===== src/rtl/kvs_pkg.sv =====
// kvs_pkg: shared KVS widths, flag encodings, request record and a
// saturating-increment helper used by the optional statistics counters.
package kvs_pkg;

  localparam int KEY_SIZE  = 96;
  localparam int VAL_SIZE  = 32;
  localparam int FLAG_SIZE = 4;

  localparam logic [FLAG_SIZE-1:0] FLAG_GET = 4'h1;
  localparam logic [FLAG_SIZE-1:0] FLAG_SET = 4'h2;
  localparam logic [FLAG_SIZE-1:0] FLAG_DEL = 4'h4;
  localparam logic [FLAG_SIZE-1:0] FLAG_HIT = 4'h8;

  localparam logic [31:0] STAT_MAX = 32'hFFFF_FFFF;

  typedef struct packed {
    logic [KEY_SIZE-1:0]  key;
    logic [FLAG_SIZE-1:0] flag;
  } kvs_req_t;

  // Increment that sticks at all-ones instead of wrapping.
  function automatic logic [31:0] sat_inc(input logic [31:0] value);
    return (value == STAT_MAX) ? value : value + 32'd1;
  endfunction

endpackage


===== src/rtl/kvs_sync_fifo.sv =====
// kvs_sync_fifo: single-clock show-ahead FIFO. The head entry is held in a
// registered output (reset to zero) that is loaded either from the memory
// array or, when the write lands on the next head slot, straight from din.
// A push is therefore visible on dout the cycle after it happens.
module kvs_sync_fifo #(
  parameter int WIDTH = 8,
  parameter int LOG   = 4
) (
  input  logic             clk,
  input  logic             rst,
  input  logic             push,
  input  logic [WIDTH-1:0] din,
  input  logic             pop,
  output logic [WIDTH-1:0] dout,
  output logic             full,
  output logic             empty
);

  localparam int DEPTH = 1 << LOG;
  localparam logic [LOG:0] PTR_ZERO = '0;

  logic [WIDTH-1:0] mem [DEPTH];
  logic [LOG:0]     wr_ptr_reg;
  logic [LOG:0]     rd_ptr_reg;
  logic [LOG:0]     rd_ptr_next;
  logic [WIDTH-1:0] dout_reg;
  logic             do_push;
  logic             do_pop;

  assign empty   = (wr_ptr_reg == rd_ptr_reg);
  assign full    = (wr_ptr_reg[LOG] != rd_ptr_reg[LOG]) &&
                   (wr_ptr_reg[LOG-1:0] == rd_ptr_reg[LOG-1:0]);
  // Ignore illegal operations so a misbehaving neighbour cannot corrupt pointers.
  assign do_push = push && !full;
  assign do_pop  = pop && !empty;

  assign rd_ptr_next = rd_ptr_reg + {PTR_ZERO[LOG:1], do_pop};
  assign dout        = dout_reg;

  // Storage array write port; contents are not reset.
  always_ff @(posedge clk) begin
    if (do_push) begin
      mem[wr_ptr_reg[LOG-1:0]] <= din;
    end
  end

  // Read/write pointer registers.
  always_ff @(posedge clk or posedge rst) begin
    if (rst) begin
      wr_ptr_reg <= '0;
      rd_ptr_reg <= '0;
    end else begin
      if (do_push) begin
        wr_ptr_reg <= wr_ptr_reg + {PTR_ZERO[LOG:1], 1'b1};
      end
      rd_ptr_reg <= rd_ptr_next;
    end
  end

  // Head register: bypass a write that becomes the new head, otherwise fetch
  // the next stored entry after a pop; hold when nothing would change.
  always_ff @(posedge clk or posedge rst) begin
    if (rst) begin
      dout_reg <= '0;
    end else if (do_push && (wr_ptr_reg == rd_ptr_next)) begin
      dout_reg <= din;
    end else if (do_pop && (rd_ptr_next != wr_ptr_reg)) begin
      dout_reg <= mem[rd_ptr_next[LOG-1:0]];
    end
  end

endmodule


===== src/rtl/kvs_req_queue.sv =====
// kvs_req_queue: buffers parser key requests, issues them to db_top, pairs
// each db_top result pulse with its key and returns key+flag downstream.
// A credit counter (in-flight + buffered responses) caps outstanding work at
// 2**OUT_LOG so db_top result pulses, which cannot be stalled, always fit.
// Optional build macro KVS_QUEUE_STATS_EN adds issue / stall counters.
module kvs_req_queue #(
  parameter int KEY_SIZE  = kvs_pkg::KEY_SIZE,
  parameter int FLAG_SIZE = kvs_pkg::FLAG_SIZE,
  parameter int REQ_LOG   = 4,
  parameter int OUT_LOG   = 3
) (
  input  logic                 clk,
  input  logic                 rst,
  input  logic [KEY_SIZE-1:0]  s_key,
  input  logic [FLAG_SIZE-1:0] s_flag,
  input  logic                 s_valid,
  output logic                 s_ready,
  output logic [KEY_SIZE-1:0]  in_key,
  output logic [FLAG_SIZE-1:0] in_flag,
  output logic                 in_valid,
  input  logic                 in_ready,
  input  logic                 out_valid,
  input  logic [FLAG_SIZE-1:0] out_flag,
  output logic [KEY_SIZE-1:0]  rsp_key,
  output logic [FLAG_SIZE-1:0] rsp_flag,
  output logic                 rsp_valid,
  input  logic                 rsp_ready,
  output logic                 busy,
  output logic                 err_spurious,
  output logic [31:0]          stat_req,
  output logic [31:0]          stat_stall
);

  localparam int MAX_OUT = 1 << OUT_LOG;
  localparam logic [OUT_LOG:0] CRED_MAX  = (OUT_LOG+1)'(MAX_OUT);
  localparam logic [OUT_LOG:0] CRED_ZERO = '0;
  localparam logic [OUT_LOG:0] CRED_ONE  = {CRED_ZERO[OUT_LOG:1], 1'b1};
  localparam int REQ_W = KEY_SIZE + FLAG_SIZE;
  localparam int RSP_W = KEY_SIZE + FLAG_SIZE;

  logic                 rdy_reg;
  logic [OUT_LOG:0]     credits_reg;
  logic                 err_reg;

  logic [REQ_W-1:0]     req_dout;
  logic                 req_full;
  logic                 req_empty;
  logic [KEY_SIZE-1:0]  inf_dout;
  logic                 inf_full;
  logic                 inf_empty;
  logic [RSP_W-1:0]     rsp_dout;
  logic                 rsp_full;
  logic                 rsp_empty;

  logic                 req_push;
  logic                 issue;
  logic                 complete;
  logic                 drain;

  assign s_ready  = rdy_reg && !req_full;
  assign req_push = s_valid && s_ready;

  // The credit limit alone keeps the in-flight and response FIFOs from
  // overflowing; their full flags are folded in only as a backstop.
  assign in_valid = !req_empty && (credits_reg != CRED_MAX) && !inf_full && !rsp_full;
  assign issue    = in_valid && in_ready;
  assign {in_key, in_flag} = req_dout;

  assign complete = out_valid && !inf_empty;

  assign rsp_valid = !rsp_empty;
  assign drain     = rsp_valid && rsp_ready;
  assign {rsp_key, rsp_flag} = rsp_dout;

  assign busy         = !req_empty || (credits_reg != CRED_ZERO);
  assign err_spurious = err_reg;

  kvs_sync_fifo #(.WIDTH(REQ_W), .LOG(REQ_LOG)) u_req_fifo (
    .clk   (clk),
    .rst   (rst),
    .push  (req_push),
    .din   ({s_key, s_flag}),
    .pop   (issue),
    .dout  (req_dout),
    .full  (req_full),
    .empty (req_empty)
  );

  kvs_sync_fifo #(.WIDTH(KEY_SIZE), .LOG(OUT_LOG)) u_inflight_fifo (
    .clk   (clk),
    .rst   (rst),
    .push  (issue),
    .din   (in_key),
    .pop   (complete),
    .dout  (inf_dout),
    .full  (inf_full),
    .empty (inf_empty)
  );

  kvs_sync_fifo #(.WIDTH(RSP_W), .LOG(OUT_LOG)) u_rsp_fifo (
    .clk   (clk),
    .rst   (rst),
    .push  (complete),
    .din   ({inf_dout, out_flag}),
    .pop   (drain),
    .dout  (rsp_dout),
    .full  (rsp_full),
    .empty (rsp_empty)
  );

  // Hold off the parser while reset is active and for the release edge.
  always_ff @(posedge clk or posedge rst) begin
    if (rst) begin
      rdy_reg <= 1'b0;
    end else begin
      rdy_reg <= 1'b1;
    end
  end

  // Credits track issued requests whose response has not yet been drained.
  always_ff @(posedge clk or posedge rst) begin
    if (rst) begin
      credits_reg <= '0;
    end else if (issue && !drain) begin
      credits_reg <= credits_reg + CRED_ONE;
    end else if (drain && !issue) begin
      credits_reg <= credits_reg - CRED_ONE;
    end
  end

  // Sticky flag for a db_top result that has no matching request.
  always_ff @(posedge clk or posedge rst) begin
    if (rst) begin
      err_reg <= 1'b0;
    end else if (out_valid && inf_empty) begin
      err_reg <= 1'b1;
    end
  end

`ifdef KVS_QUEUE_STATS_EN
  logic [31:0] stat_req_reg;
  logic [31:0] stat_stall_reg;

  assign stat_req   = stat_req_reg;
  assign stat_stall = stat_stall_reg;

  // Saturating counts of issued requests and cycles stalled by db_top.
  always_ff @(posedge clk or posedge rst) begin
    if (rst) begin
      stat_req_reg   <= '0;
      stat_stall_reg <= '0;
    end else begin
      if (issue) begin
        stat_req_reg <= kvs_pkg::sat_inc(stat_req_reg);
      end
      if (in_valid && !in_ready) begin
        stat_stall_reg <= kvs_pkg::sat_inc(stat_stall_reg);
      end
    end
  end
`else
  assign stat_req   = '0;
  assign stat_stall = '0;
`endif

endmodule


===== config.mk =====
export PLATFORM = sky130hd
export DESIGN_NAME = kvs_req_queue
export DESIGN_NICKNAME = d
export VERILOG_FILES = /design/src/rtl/kvs_pkg.sv /design/src/rtl/kvs_sync_fifo.sv /design/src/rtl/kvs_req_queue.sv
export SDC_FILE = /design/constraint.sdc
export NUM_CORES = 2
export LEC_CHECK = 0
export ABC_AREA = 0
export BUFFER_PORTS_ARGS = -buffer_cell sky130_fd_sc_hd__buf_2
export CORE_UTILIZATION = 35
export CTS_CLUSTER_DIAMETER = 150
export DETAILED_ROUTE_END_ITERATION = 7
export SLEW_MARGIN = 20
export SYNTH_ARGS = -nofsm -noshare
export SYNTH_HDL_FRONTEND = slang
export SYNTH_SLANG_ARGS = --single-unit
export TNS_END_PERCENT = 1

===== constraint.sdc =====
create_clock -name clk -period 11.67 [get_ports clk]
set_input_delay 0.5835 -clock clk [delete_from_list [all_inputs] [get_ports clk]]
set_output_delay 0.5835 -clock clk [all_outputs]
set_load 0.005 [all_outputs]

==> metrics.md <==
| Metric | Value |
|---|---|
| CTS tree | `built` |
| Die Width | `621.5 um` |
| DRT Pass-1 Iters | `7` |
| P_leak | `between 40 and 50 nW` |
| CP Data Required Time | `~12 ns` |
| # resized after CTS | `0` |
| Final ANT Viol Nets | `0` |
| Max FO, Critical Path | `between 100 and 150` |
| Sequential element share of the synthesized area | `76.93%` |
| Yosys cell types | `55` |
| Post-synth EDFFs | `between 3000 and 4000` |
| Via count | `62710` |
| Slowest CP cell | `ha_4` |
| Worst hold path class | `in2reg` |
| Slew Limit Fails | `0` |
| Yosys warns | `0` |
| Final core utilization | `approximately two fifths` |
| Worst-Margin Slew | `1.124 ns` |
| I/O pin cnt | `approximately 380` |
| GPL Wtd Cong | `around 0.74` |
| Die Ht | `between 600 and 700 um` |
| Worst hold margin | `0.08083 ns` |
| Final setup viols | `0` |
| Worst ir drop on vdd | `about 0.4 mV` |
| H-tree depth | `5` |
| Initial antenna violation count | `between 60 and 70` |
| Full die area | `0.3863 sq mm` |
| Drt initial violations | `roughly 5700` |
| Total congestion overflow | `0` |
| Row count | `227` |
| Clock slew at reported path FFs | `around 0.060 ns` |
| Number of max-cap violations | `0` |
| Commonest non-fill, non-tap cell in the layout | `edfxtp_1` |
| I/O Buffers | `~310` |
| Synth area leaders | `edfxtp_1 71%, mux4_2 15%, dfrtp_1 6.1%` |
| Root buf cell | `clkbuf_16` |
| Largest net degree at the start of global routing | `about 140` |
| Clock latency at the later pin of the worst-skew pair | `0.89 ns` |
| Via/cell ratio | `roughly 5.3` |
| Status | `finished clean` |
| Fin area | `0.1525 sq mm` |
| Synth top area share | `a little over 70%` |
| Setup TNS | `0 ns` |
| Synth-to-Final Area Change | `13.49%` |
| Cells along the critical path | `xor2_1 -> nor4_1 -> a211oi_2 -> and3_1 -> ha_4 -> buf_12 -> buf_4 -> buf_12 -> mux4_2 -> mux4_2 -> a22o_1 -> a21o_1` |
| Syn Std Cell Area | `~0.13 sq mm` |
| CP peak stage delay | `between 0.7 and 0.8 ns` |
| Critical Path Start Type | `flop` |
| Synth async-reset ratio | `9.382%` |
| CTS buffer count | `between 300 and 400` |
| Clock tree buffer depth | `4` |
| Post-synth top area cell | `edfxtp_1` |
| Mapped Avg Cell Area | `approximately 22 sq um` |
| Synth Instances | `a little over 6000` |
| CP Buf/Inv Count | `3` |
| Final period util | `about 56%` |
| Most frequent cells in the layout | `3168 x edfxtp_1, 892 x mux4_2, 345 x clkbuf_16` |
| FF+latch count, synth | `between 3000 and 4000` |
| Initial Util | `35.16%` |
| Drt total wl | `339.2 mm` |
| CP arrival | `approximately 7.3 ns` |
| Global-route wire length before repair | `~490 mm` |
| Slew headroom | `~25%` |
| Critical Path Sink Type | `flop` |
| Gr usage total | `between 15 and 20%` |
| PwrDens | `around 300 mW/mm^2` |
| Clock Sinks | `between 3000 and 4000` |
| CP top delay family | `buffers and inverters` |
| Residual DRC | `0` |
| Dpl cells | `about 11000` |
| Max reg flops | `1600` |
| Final worst path period need | `approximately 6.5 ns` |
| Hpwl dp | `187.4 mm` |
| CORE AREA | `approximately 0.38 sq mm` |
| Routed WL per cell | `between 20 and 30 um` |
| Final hold vios | `0` |
| Finished Layout Cells | `11880` |
| Fmax | `~150 MHz` |
| Clock Skew | `0.05628 ns` |
| Placed cell area | `~0.14 sq mm` |
| Ratio of cells with drive above 1 in the final layout | `around 28%` |
| Most used DFF post-synth | `edfxtp_1` |
| RSZ-0062 raised after global routing | `false` |
| Fin nets | `between 6000 and 7000` |
| Setup CP Type | `reg2reg` |
| Vias in the first global route | `about 65000` |
## stage by stage
step / worst slack, ns / power, W
final: 5.121 / 0.04651
after detailed placement: 4.955 / 0.03659
after global routing: 4.598 / 0.04883
after floorplan: 2.003 / 0.03144
after CTS: 4.971 / 0.04720
after global placement: 5.094 / 0.03626
## worst register-to-register path, delay by kind of cell (launching register included)
kind	cells	cell delay [ns]
compound gates	3	0.75
xor+xnor	1	0.40
buf+inv	3	2.00
simple gates	2	0.54
mux	2	1.40
fa+ha+maj	1	0.73
flops	1	0.62
## kinds of logic after synthesis
family          Yosys count  synth area share [%]
compound gates          608                 3.296
other cells               2              0.005591
simple gates            554                 1.802
mux                     992                 15.70
flops                  3496                 76.93
xor+xnor                 45                0.2990
fa+ha+maj                16                0.1546
buf+inv                 429                 1.808
## power breakdown
| part | switching [W] | internal [W] | leakage (nW) |
|---|---|---|---|
| clock network | 0.00451 | 0.00611 | 5.25 |
| registers | 0.00179 | 0.0166 | 32.5 |
| logic | 0.00904 | 0.00850 | 11.6 |
## Yosys cell counts, types with 2 or more instances
cell      instances
nor2_1          101
clkbuf_1        148
nand3_1           4
a211oi_1         77
o31ai_1          38
inv_1             8
xor2_1           27
buf_2           114
xnor2_1          17
o21ai_0         115
conb_1            2
buf_4            94
edfxtp_1       3168
buf_6            43
nand2_1         331
nor3b_1           6
o21ai_1          80
a22o_1          100
mux2_2            3
mux2i_1          97
nor4_1            2
and4_1            4
a21o_1          102
mux4_2          892
a21oi_1          25
a221o_1          24
o31ai_2          38
nor3_1           10
ha_1             15
buf_1            21
and3_1            3
nand2b_1          7
nor2b_1          77
dfrtp_1         328
## cell type report
| type | instances | area, sq um |
|---|---|---|
| multi-input combinational | 2280 | 29200 |
| inverter | 9 | 46.29 |
| clock inverter | 138 | 1201 |
| clock buffer | 465 | 9444 |
| tap | 5038 | 6304 |
| antenna | 20 | 50.05 |
| timing repair buffer | 438 | 2868 |
| sequential | 3496 | 103300 |
| fill | 33340 | 229600 |
## final timing paths
path	from	to	slack, ns	cells after the start
worst max-delay path	u_inflight_fifo.wr_ptr_reg[2]	u_req_fifo.dout[53]	5.12	12
worst min-delay path	s_key[43]	u_req_fifo.mem[15][47]	0.08	1
worst max register to register	u_inflight_fifo.wr_ptr_reg[2]	u_req_fifo.dout[53]	5.12	12
worst min register to register	err_spurious	err_spurious	0.46	1
max in group asynchronous	rst	u_req_fifo.dout[53]	8.54	6
min in group asynchronous	rst	u_rsp_fifo.dout[53]	0.34	3
## layer usage
layer | track usage, % | routed length, um | vias to the layer above
met5 | 0 | 214 | -
met2 | 30.05 | 172700 | 1750
met1 | 21.69 | 134200 | 34250
met4 | 4.182 | 7608 | 34
li1 | - | - | 26210
met3 | 4.199 | 24420 | 460
## timing repair
item | 4_1_cts | 5_1_grt
endpoints found under the hold margin | 89 | 0
setup endpoints to repair | 0 | 0
setup buffers | 0 | 0
hold buffers | 6 | 0
Note: power is estimated with default switching activity, not from simulation.
